File: config.mk
export PLATFORM = sky130hd
export DESIGN_NAME = countdown_timer
export DESIGN_NICKNAME = d
export VERILOG_FILES = /design/src/rtl/countdown_timer_pkg.sv /design/src/rtl/countdown_timer_sevenseg.sv /design/src/rtl/countdown_timer.sv
export SDC_FILE = /design/constraint.sdc
export NUM_CORES = 1
export LEC_CHECK = 0
export CAP_MARGIN = 0
export CORE_ASPECT_RATIO = 1.25
export CORE_UTILIZATION = 35
export DETAILED_ROUTE_END_ITERATION = 16
export PLACE_DENSITY = 0.57
export REMOVE_ABC_BUFFERS = 1
export SLEW_MARGIN = 20
export SYNTH_ARGS = -nofsm -noshare
export SYNTH_HDL_FRONTEND = slang
export SYNTH_HIERARCHICAL = 1
export SYNTH_SLANG_ARGS = --single-unit
File: constraint.sdc
create_clock -name clk -period 3.05 [get_ports clk]
set_input_delay 0.305 -clock clk [delete_from_list [all_inputs] [get_ports clk]]
set_output_delay 0.305 -clock clk [all_outputs]
set_load 0.1 [all_outputs]
File: src/rtl/countdown_timer_pkg.sv
// Shared types, defaults and BCD helpers for the mm:ss:cc countdown timer.
package countdown_timer_pkg;

  localparam int unsigned TICK_DIV_DEF    = 500000;
  localparam int unsigned BLINK_TICKS_DEF = 25;
  localparam int unsigned SEG_W           = 7;
  localparam int unsigned DIGITS          = 6;
  localparam int unsigned COUNT_W         = 4 * DIGITS;

  localparam logic [SEG_W-1:0] SEG_BLANK = 7'b111_1111;

  // Largest legal value of each BCD digit: min hi/lo, sec hi/lo, cs hi/lo
  localparam logic [COUNT_W-1:0] DIGIT_MAX = 24'h59_59_99;

  typedef enum logic [1:0] {
    ST_IDLE  = 2'd0,
    ST_RUN   = 2'd1,
    ST_PAUSE = 2'd2,
    ST_DONE  = 2'd3
  } state_e;

  function automatic logic [COUNT_W-1:0] clamp_preset(input logic [COUNT_W-1:0] p);
    logic [COUNT_W-1:0] r;
    r = p;
    for (int unsigned i = 0; i < DIGITS; i++) begin
      if (p[4*i +: 4] > DIGIT_MAX[4*i +: 4]) r[4*i +: 4] = DIGIT_MAX[4*i +: 4];
    end
    return r;
  endfunction

  // One-centisecond decrement; a zero digit wraps to its max and borrows upward
  function automatic logic [COUNT_W-1:0] bcd_dec(input logic [COUNT_W-1:0] c);
    logic [COUNT_W-1:0] r;
    logic               borrow;
    r      = c;
    borrow = 1'b1;
    for (int unsigned i = 0; i < DIGITS; i++) begin
      if (borrow) begin
        if (c[4*i +: 4] == 4'd0) begin
          r[4*i +: 4] = DIGIT_MAX[4*i +: 4];
        end else begin
          r[4*i +: 4] = c[4*i +: 4] - 4'd1;
          borrow      = 1'b0;
        end
      end
    end
    return r;
  endfunction

endpackage

File: src/rtl/countdown_timer_sevenseg.sv
// BCD digit to active-low {g..a} segment encoder; non-BCD codes blank the digit.
module countdown_timer_sevenseg
  import countdown_timer_pkg::*;
(
  input  logic [3:0]       bcd_i,
  output logic [SEG_W-1:0] seg_o
);

  always_comb begin
    seg_o = SEG_BLANK;
    case (bcd_i)
      4'd0: seg_o = 7'b100_0000;
      4'd1: seg_o = 7'b111_1001;
      4'd2: seg_o = 7'b010_0100;
      4'd3: seg_o = 7'b011_0000;
      4'd4: seg_o = 7'b001_1001;
      4'd5: seg_o = 7'b001_0010;
      4'd6: seg_o = 7'b000_0010;
      4'd7: seg_o = 7'b111_1000;
      4'd8: seg_o = 7'b000_0000;
      4'd9: seg_o = 7'b001_0000;
      default: seg_o = SEG_BLANK;
    endcase
  end

endmodule

File: src/rtl/countdown_timer.sv
// Kitchen-style mm:ss:cc countdown timer with tick-sampled keys and a blinking alarm LED.
module countdown_timer
  import countdown_timer_pkg::*;
#(
  parameter int unsigned TICK_DIV    = TICK_DIV_DEF,
  parameter int unsigned BLINK_TICKS = BLINK_TICKS_DEF
) (
  input  logic               clk,
  input  logic               key_reset,
  input  logic               key_start_pause,
  input  logic               key_load,
  input  logic [COUNT_W-1:0] preset,
  output logic [SEG_W-1:0]   hex0,
  output logic [SEG_W-1:0]   hex1,
  output logic [SEG_W-1:0]   hex2,
  output logic [SEG_W-1:0]   hex3,
  output logic [SEG_W-1:0]   hex4,
  output logic [SEG_W-1:0]   hex5,
  output logic [SEG_W-1:0]   hex6,
  output logic [SEG_W-1:0]   hex7,
  output logic               led0,
  output logic               led1,
  output logic               led2
);

  localparam int unsigned TICK_W  = $clog2(TICK_DIV + 1);
  localparam int unsigned BLINK_W = $clog2(BLINK_TICKS + 1);
  localparam logic [TICK_W-1:0]  TICK_LAST  = TICK_W'(TICK_DIV - 1);
  localparam logic [BLINK_W-1:0] BLINK_LAST = BLINK_W'(BLINK_TICKS - 1);

  logic [TICK_W-1:0]  tick_cnt_q, tick_cnt_d;
  logic [BLINK_W-1:0] blink_q;
  logic [COUNT_W-1:0] count_q;
  state_e             state_q;
  logic               start_q, load_q;
  logic               led0_q, led1_q, led2_q;

  logic               tick;
  logic               start_press, load_press;
  logic               count_zero;
  logic [COUNT_W-1:0] count_run;
  logic [COUNT_W-1:0] preset_clamped;

  // Free-running 10 ms timebase
  assign tick       = (tick_cnt_q == TICK_LAST);
  assign tick_cnt_d = tick ? '0 : tick_cnt_q + TICK_W'(1);

  // Rising edge between consecutive tick samples acts as the debounce
  assign start_press    = tick && key_start_pause && !start_q;
  assign load_press     = tick && key_load && !load_q;
  assign count_zero     = (count_q == '0);
  assign count_run      = count_zero ? '0 : bcd_dec(count_q);
  assign preset_clamped = clamp_preset(preset);

  always_ff @(posedge clk) begin
    if (key_reset) begin
      tick_cnt_q <= '0;
      start_q    <= 1'b0;
      load_q     <= 1'b0;
      state_q    <= ST_IDLE;
      count_q    <= '0;
      blink_q    <= '0;
      led0_q     <= 1'b0;
      led1_q     <= 1'b0;
      led2_q     <= 1'b0;
    end else begin
      tick_cnt_q <= tick_cnt_d;
      if (tick) begin
        start_q <= key_start_pause;
        load_q  <= key_load;
        case (state_q)
          ST_IDLE: begin
            if (load_press) begin
              count_q <= preset_clamped;
            end else if (start_press && !count_zero) begin
              state_q <= ST_RUN;
              led0_q  <= 1'b1;
            end
          end
          ST_RUN: begin
            if (start_press) begin
              state_q <= ST_PAUSE;
              led0_q  <= 1'b0;
              led1_q  <= 1'b1;
            end else begin
              count_q <= count_run;
              if (count_run == '0) begin
                state_q <= ST_DONE;
                led0_q  <= 1'b0;
                led2_q  <= 1'b1;
                blink_q <= '0;
              end
            end
          end
          ST_PAUSE: begin
            if (load_press) begin
              count_q <= preset_clamped;
              state_q <= ST_IDLE;
              led1_q  <= 1'b0;
            end else if (start_press) begin
              state_q <= ST_RUN;
              led1_q  <= 1'b0;
              led0_q  <= 1'b1;
            end
          end
          ST_DONE: begin
            if (start_press || load_press) begin
              count_q <= preset_clamped;
              state_q <= ST_IDLE;
              led2_q  <= 1'b0;
              blink_q <= '0;
            end else if (blink_q == BLINK_LAST) begin
              blink_q <= '0;
              led2_q  <= !led2_q;
            end else begin
              blink_q <= blink_q + BLINK_W'(1);
            end
          end
          default: begin
            state_q <= ST_IDLE;
            led0_q  <= 1'b0;
            led1_q  <= 1'b0;
            led2_q  <= 1'b0;
          end
        endcase
      end
    end
  end

  assign led0 = led0_q;
  assign led1 = led1_q;
  assign led2 = led2_q;
  assign hex6 = SEG_BLANK;
  assign hex7 = SEG_BLANK;

  countdown_timer_sevenseg u_seg0 (.bcd_i(count_q[3:0]),   .seg_o(hex0));
  countdown_timer_sevenseg u_seg1 (.bcd_i(count_q[7:4]),   .seg_o(hex1));
  countdown_timer_sevenseg u_seg2 (.bcd_i(count_q[11:8]),  .seg_o(hex2));
  countdown_timer_sevenseg u_seg3 (.bcd_i(count_q[15:12]), .seg_o(hex3));
  countdown_timer_sevenseg u_seg4 (.bcd_i(count_q[19:16]), .seg_o(hex4));
  countdown_timer_sevenseg u_seg5 (.bcd_i(count_q[23:20]), .seg_o(hex5));

endmodule

==> impl_metrics.ini, run 1 <==
[timing]
whs_ns = 0.443
post-route-min-period_ns = 2.97
slew_headroom_pct = 44.3
worst_pin_slew_ns = 0.833
final-hold-violation-count = 0
setup_skew_after_layout_ns = 0.00871
max_freq_ghz = 0.337
setup_violations = 0
timing.final.max_slew_violations = 0
fin_crit_sh_pct = 97.3

[synthesis]
synth.yosys.seq_area_share_pct = 23.7
synth_compound_area_share_pct = 23.6
yosysUniqueCellTypes = 67
ys_async_sr_fraction_pct = 0
ys_ff_latch = 55
synth-xor-area-share_pct = 3.39
synth-edff-count = 0
muxShareOfSynthArea_pct = 1.10
count_of_warnings_emitted_by_yosys = 6
post_synth_instance_area_sq_mm = 0.00465
syn_avg_cell_area_sq_um = 7.30
synthCells = 636
yosys.area_share.adder_pct = 9.43
synth_ff_type = sky130_fd_sc_hd__dfxtp_1
largest_family_of_logic_cells_by_synthesized_area = simple AND/OR/NAND/NOR gates
simple_gate_fraction_of_synth_area_pct = 29.8

[clocking]
clk_pin_slew_worst_paths_ns = 0.07
root_buffer_cell = sky130_fd_sc_hd__clkbuf_16
cts-root-to-sink-buffers = 2
clock-sinks = 55
tritoncts = yes
ctsHoldBuffers = 0
clock_tree.htree_level_count = 2
clock_latency_ns = 0.30
cts_made_buffers = 5

[final_layout]
post-route-cell-area_sq_mm = 0.00567
area_growth_syn_to_layout_pct = 22.0
multi_input_comb_area_sq_mm = 0.00321
antenna_cells = 0
post_route_cells_drive_above_1_share_pct = 15.9
commonest_cells_after_routing_fill_and_taps_aside = 85 x sky130_fd_sc_hd__nor2_1, 83 x sky130_fd_sc_hd__buf_4, 66 x sky130_fd_sc_hd__o21ai_0
finalNonFillerCells = 886
num-fill-cells = 1309
ff_latch_area_sq_mm = 0.00110
final_common_cell = sky130_fd_sc_hd__nor2_1
post-route-util_pct = 44.2
finalNetCount = 780

[pwr]
vdd.ir_drop.worst_mv = 0.226
fin_total_pwr_mw = 1.45
static_leakage_nw = 2.20
pwr_density_cell_mw_per_mm2 = 257

[global_routing]
grt_overflow_total = 0
initial_antenna_violation_count = 0
grt.total_usage_pct = 18.0
grt_start_max_net_pins = 28
vias_in_the_first_global_route = 4397
grt_pass1_wl_um = 20300

[critical_path]
worst_path_max_delay_cell = sky130_fd_sc_hd__or4_4
worstPathBufferInverterCount = 1
criticalPathCategory = reg2reg
crit_path_end_kind = flop
crit_arrival_ns = 3.17
critical-path-top-delay-family = simple AND/OR/NAND/NOR gates
worstPathRequired_ns = 3.26
critical_path_peak_fanout = 8
start_kind = flop
max_stage_delay_on_crit_path_ns = 0.59
worst_path_cell_trace = or4_4 > or3_1 > buf_4 > nor2_2 > a31oi_1 > or4_4 > or3_1 > a311oi_2

[detailed_routing]
vias_per_cell = 5.27
drt_pre_antenna_iters = 4
drtAntennaViolNets = 0
totalWireLength_um = 12600
remaining_drc_errors = 0
post_drt_wl_per_cell_um = 14.2
dr.first_iter.drc_count = 182
route.vias.total = 4670

[placed_design]
finalWeightedCongestion = 0.843
port_buffers = 72
dp_hpwl_um = 9520
dp_cells = 877
dpl-instance-area_sq_mm = 0.00549

[die]
design.core.area_sq_mm = 0.0128
pin_count = 87
initial_core_util_pct = 36.2
die_x_um = 105
vertical_die_dimension_um = 131
design.die.area_sq_mm = 0.0137
placementRows = 46

[min_path]
class_of_the_tightest_hold_or_removal_check = reg2reg

[status]
result_of_the_run = finished clean

[job]
max-cap-violations = 0
==> flip-flops by register name, summed over array words and instances (netlist names) <==
name	flops
state_q	2
led2	1
led1	1
load_q	1
tick_cnt_q	19
blink_q	5
led0	1
start_q	1
count_q	24
==> what timing repair did <==
| item | CTS | global route |
|---|---|---|
| gates resized for setup | 0 | 7 |
| endpoints found under the setup margin | 0 | 7 |
| buffers inserted | 0 | 1 |
==> where the power goes <==
part	switching [mW]	leakage (nW)	total, mW	internal, mW
registers	0.00222	0.443	0.723	0.721
clock network	0.264	0.0679	0.569	0.305
logic	0.114	1.69	0.162	0.0481
==> area by class of cell <==
cell class / count / share of cell area, %
Timing Repair Buffer: 110 / 15.8
Clock buffer: 7 / 2.34
Sequential cell: 55 / 19.4
Clock inverter: 1 / 0.0883
Tap cell: 168 / 3.71
Inverter: 30 / 1.99
Multi-Input combinational cell: 515 / 56.7
==> final timing paths <==
kind	start	endpoint	slack (ns)	depth (start not counted)
worst min register to register	tick_cnt_q[0]$_SDFF_PP0_	tick_cnt_q[0]$_SDFF_PP0_	0.44	1
worst max-delay path	count_q[12]$_SDFFE_PP0P_	led2$_SDFFE_PP0P_	0.08	8
worst max register to register	count_q[12]$_SDFFE_PP0P_	led2$_SDFFE_PP0P_	0.08	8
worst min-delay path	tick_cnt_q[0]$_SDFF_PP0_	tick_cnt_q[0]$_SDFF_PP0_	0.44	1
==> routing by layer <==
layer	vias to the layer above	share of wire [%]	GRT usage, %
met5	-	0	0
met4	0	1.9	6.21
met3	17	3.7	2.88
met2	86	53	35.0
met1	2193	41	19.8
li1	2374	-	-
==> Yosys cell counts, types with 4 or more instances <==
cell / instances / share of area, %
sky130_fd_sc_hd__a211oi_1: 11 / 1.8
sky130_fd_sc_hd__a21oi_1: 46 / 5.0
sky130_fd_sc_hd__a21oi_2: 6 / 1.1
sky130_fd_sc_hd__a311oi_1: 4 / 0.75
sky130_fd_sc_hd__a31oi_1: 9 / 1.2
sky130_fd_sc_hd__buf_2: 8 / 0.86
sky130_fd_sc_hd__buf_4: 14 / 2.3
sky130_fd_sc_hd__buf_6: 7 / 1.7
sky130_fd_sc_hd__clkbuf_1: 19 / 1.5
sky130_fd_sc_hd__dfxtp_1: 55 / 24
sky130_fd_sc_hd__ha_1: 35 / 9.4
sky130_fd_sc_hd__inv_1: 30 / 2.4
sky130_fd_sc_hd__mux2i_1: 4 / 0.86
sky130_fd_sc_hd__nand2_1: 50 / 4.0
sky130_fd_sc_hd__nand2b_1: 29 / 3.9
sky130_fd_sc_hd__nand3_1: 11 / 1.2
sky130_fd_sc_hd__nand3b_1: 5 / 0.81
sky130_fd_sc_hd__nand4_1: 8 / 1.1
sky130_fd_sc_hd__nor2_1: 85 / 6.9
sky130_fd_sc_hd__nor2b_1: 7 / 0.94
sky130_fd_sc_hd__nor3_1: 9 / 0.97
sky130_fd_sc_hd__nor3b_1: 6 / 0.97
sky130_fd_sc_hd__nor4_1: 8 / 1.1
sky130_fd_sc_hd__o21ai_0: 67 / 7.2
sky130_fd_sc_hd__o31ai_1: 8 / 1.3
sky130_fd_sc_hd__or2_1: 6 / 0.81
sky130_fd_sc_hd__or2b_1: 6 / 0.97
sky130_fd_sc_hd__or3_1: 12 / 1.6
sky130_fd_sc_hd__or4_1: 4 / 0.65
sky130_fd_sc_hd__xnor2_1: 9 / 1.7
sky130_fd_sc_hd__xor2_1: 9 / 1.7
==> per-stage QoR <==
step / setup TNS [ns] / worst slack, ns
floorplan: -1.93 / -0.307
global placement: 0 / 0.170
detailed placement: 0 / 0.0627
CTS: 0 / 0.0575
global route: -0.0160 / -0.0160
finish: 0 / 0.0817
==> cell families (layout without fill, tap and decap cells) <==
kind of cell,count (synthesis),in the layout
AOI/OAI and AO/OA,178,178
xor gates and xnor gates,18,18
adders and majority gates,35,35
buffers and inverters,79,148
DFF,55,55
muxes,5,5
other,1,14
and+or+nand+nor,265,265
Note: power is estimated with default switching activity, not from simulation.
==> inputs of run 2 (changes only) <==
--- a/config.mk
+++ b/config.mk
@@ -5,11 +5,12 @@
 export SDC_FILE = /design/constraint.sdc
 export NUM_CORES = 1
 export LEC_CHECK = 0
+export ABC_AREA = 1
 export CAP_MARGIN = 0
 export CORE_ASPECT_RATIO = 1.25
 export CORE_UTILIZATION = 35
 export DETAILED_ROUTE_END_ITERATION = 16
-export PLACE_DENSITY = 0.57
+export PLACE_DENSITY = 0.56
 export REMOVE_ABC_BUFFERS = 1
 export SLEW_MARGIN = 20
 export SYNTH_ARGS = -nofsm -noshare
==> run 2 against run 1 <==
Power rose by 13%. Clock power is 32% higher. Sequential share of layout area shrank 0.42 points. Largest power group is now clock. Combinational power is essentially flat. Core utilization fell by 0.96 points. Sequential power hardly changed. Synthesized cell count grew 23%. Final area rose by 2.2%. Critical endpoint is now blink_q[0]$_SDFFE_PP0P_. Wire length shrank 1.4%.
==> impl_metrics.ini, run 2 <==
[synthesis]
synth_most_common_cell = sky130_fd_sc_hd__nand2_1
yosysUniqueCellTypes = 48
syn_avg_cell_area_sq_um = 6.22
synth_largest_area_cell = sky130_fd_sc_hd__dfxtp_1
synth.yosys.seq_area_share_pct = 22.6
synth_ff_type = sky130_fd_sc_hd__dfxtp_1
synthTopCellsByCount = 218 x sky130_fd_sc_hd__nand2_1, 96 x sky130_fd_sc_hd__inv_1, 65 x sky130_fd_sc_hd__nor2_1
synth_area_leaders = sky130_fd_sc_hd__dfxtp_1 23%, sky130_fd_sc_hd__nand2_1 17%, sky130_fd_sc_hd__ha_1 9.0%, sky130_fd_sc_hd__inv_1 7.4%, sky130_fd_sc_hd__nand3_1 5.8%
ys_ff_latch = 55
synthCells = 782
count_of_warnings_emitted_by_yosys = 6
ys_async_sr_fraction_pct = 0
synth-edff-count = 0
synth_largest_type_area_fraction_pct = 22.6
post_synth_instance_area_sq_mm = 0.00486

[min_path]
class_of_the_tightest_hold_or_removal_check = reg2reg
hold_depth = 1
holdCritStartpoint = tick_cnt_q[0]$_SDFF_PP0_
hold-path-endpoint = tick_cnt_q[0]$_SDFF_PP0_

[timing]
fin_crit_sh_pct = 82.3
worst_pin_slew_ns = 0.701
setup_violations = 0
setup-tns-final_ns = 0
post-route-min-period_ns = 2.51
fin_ws_ns = 0.541
timing.final.max_slew_violations = 0
max_freq_ghz = 0.398
final-hold-violation-count = 0
setup_skew_after_layout_ns = 0.00990
unrepaired_setup_endpoints_after_global_routing = false
slew_headroom_pct = 53.2

[clocking]
tritoncts = yes
cts_post_setup_buffers_inserted = 0
clock-sinks = 55
root_buffer_cell = sky130_fd_sc_hd__clkbuf_16
clk_pin_slew_worst_paths_ns = 0.08
ctsHoldBuffers = 0
cts_made_buffers = 5
cts-resized-gates = 0
cts-root-to-sink-buffers = 2
clock_latency_ns = 0.30
clock_tree.htree_level_count = 2

[detailed_routing]
route.vias.total = 5033
drtAntennaViolNets = 0
remaining_drc_errors = 0
vias_per_cell = 4.92
totalWireLength_um = 12400
drt_pre_antenna_iters = 4
dr.first_iter.drc_count = 225
post_drt_wl_per_cell_um = 12.1

[placed_design]
place_worst_setup_slack_ns = 0.568
port_buffers = 72
finalWeightedCongestion = 0.818
dp_hpwl_um = 9640

[global_routing]
grt_start_max_net_pins = 31
grt_pass1_wl_um = 20700
grt.total_usage_pct = 17.4
grt_overflow_total = 0
initial_antenna_violation_count = 0
vias_in_the_first_global_route = 4688

[critical_path]
worstPathRequired_ns = 3.25
timing.reg2reg.worst_path_depth = 15
crit_path_end_kind = flop
crit-reg2reg-launch = count_q[1]$_SDFFE_PP0P_
setup.reg_to_reg.worst_slack_ns = 0.54
critical_path_peak_fanout = 17
criticalPathCategory = reg2reg
crit_arrival_ns = 2.71
reg2reg_to = blink_q[0]$_SDFFE_PP0P_
start_kind = flop

[final_layout]
antenna_cells = 0
finalNetCount = 915
final_common_cell = sky130_fd_sc_hd__nand2_1
largest_register_ff_count = 24
biggestRegsByFlops = count_q x24, tick_cnt_q x19, blink_q x5
commonest_cells_after_routing_fill_and_taps_aside = 218 x sky130_fd_sc_hd__nand2_1, 96 x sky130_fd_sc_hd__inv_1, 65 x sky130_fd_sc_hd__nor2_1
most_flop_heavy_register = count_q
post_route_cells_drive_above_1_share_pct = 13.4
area_growth_syn_to_layout_pct = 19.1

[status]
result_of_the_run = finished clean

[die]
vertical_die_dimension_um = 134
placementRows = 47
design.die.area_sq_mm = 0.0144
pin_count = 87
die_x_um = 107
initial_core_util_pct = 36.3
design.core.area_sq_mm = 0.0134

[pwr]
vdd.ir_drop.worst_mv = 0.307
static_leakage_nw = 2.88
pwr_density_cell_mw_per_mm2 = 283

[job]
max-cap-violations = 0
run 2: metrics by stage:
| stage | power (mW) | cells | area, sq um | utilization [%] | hold slack, ns |
|---|---|---|---|---|---|
| 6_report | 1.64 | 1024 | 5790 | 43.2 | 0.458 |
| 5_1_grt | 1.69 | 1024 | 5790 | 43.2 | 0.477 |
| 4_1_cts | 1.66 | 1024 | 5790 | 43.2 | 0.461 |
| 3_5_place_dp | 0.902 | 1016 | 5600 | 41.8 | 0.450 |
| 3_3_place_gp | 0.901 | 1016 | 5600 | 41.8 | 0.432 |
| 2_1_floorplan | 0.844 | 766 | 4720 | - | 0.374 |
run 2: cell type report:
cell class,count,area [sq um]
Inverter,111,417
Clock inverter,3,67.6
Fill cell,1449,7620
Timing Repair Buffer,79,661
Sequential cell,55,1100
Clock buffer,5,125
Tap cell,171,214
Multi-Input combinational cell,600,3210
run 2: worst max-delay path by stage:
stage | start | to | slack, ns | depth (start not counted)
floorplan | state_q[0]$_SDFFE_PP0P_ | count_q[2]$_SDFFE_PP0P_ | 0.89 | 7
global placement | tick_cnt_q[0]$_SDFF_PP0_ | count_q[1]$_SDFFE_PP0P_ | 0.58 | 13
detailed placement | tick_cnt_q[0]$_SDFF_PP0_ | count_q[1]$_SDFFE_PP0P_ | 0.57 | 13
CTS | tick_cnt_q[0]$_SDFF_PP0_ | count_q[1]$_SDFFE_PP0P_ | 0.53 | 13
global route | count_q[1]$_SDFFE_PP0P_ | blink_q[0]$_SDFFE_PP0P_ | 0.27 | 15
finish | count_q[1]$_SDFFE_PP0P_ | blink_q[0]$_SDFFE_PP0P_ | 0.54 | 15
run 2: cell families after synthesis:
group                    after synthesis  share of synthesized area (%)
flip-flops                            55                           22.6
XOR/XNOR                               8                           1.44
other                                  1                         0.0771
AND/OR/NAND/NOR                      403                           38.2
AO/OA/AOI/OAI                        140                           16.3
buffers and inverters                140                           12.4
adder cells (fa/ha/maj)               35                           9.01
run 2: where the power goes:
part	switching, mW	internal, mW
Clock	0.282	0.471
Combinational	0.115	0.0468
Sequential	0.00227	0.721
Total	0.399	1.24
run 2: layer usage:
layer / GRT usage, % / wire length, um
met2: 32.9 / 6460
met5: 0 / 0
met3: 2.28 / 432
met1: 20.5 / 5370
met4: 4.34 / 144
run 2: critical path, cell delays in order, from the launching register on:
cell	delay [ns]
sky130_fd_sc_hd__dfxtp_1	0.36
sky130_fd_sc_hd__inv_1	0.16
sky130_fd_sc_hd__ha_1	0.23
sky130_fd_sc_hd__nand2_4	0.11
sky130_fd_sc_hd__nor2_8	0.28
sky130_fd_sc_hd__nand3_4	0.14
sky130_fd_sc_hd__inv_1	0.10
sky130_fd_sc_hd__nand2_1	0.07
sky130_fd_sc_hd__a21oi_1	0.22
sky130_fd_sc_hd__nand3_1	0.11
sky130_fd_sc_hd__nor2_1	0.13
sky130_fd_sc_hd__nand2_2	0.11
sky130_fd_sc_hd__nand2_4	0.10
sky130_fd_sc_hd__nand2_4	0.08
sky130_fd_sc_hd__a21oi_1	0.13
sky130_fd_sc_hd__nor2_1	0.05
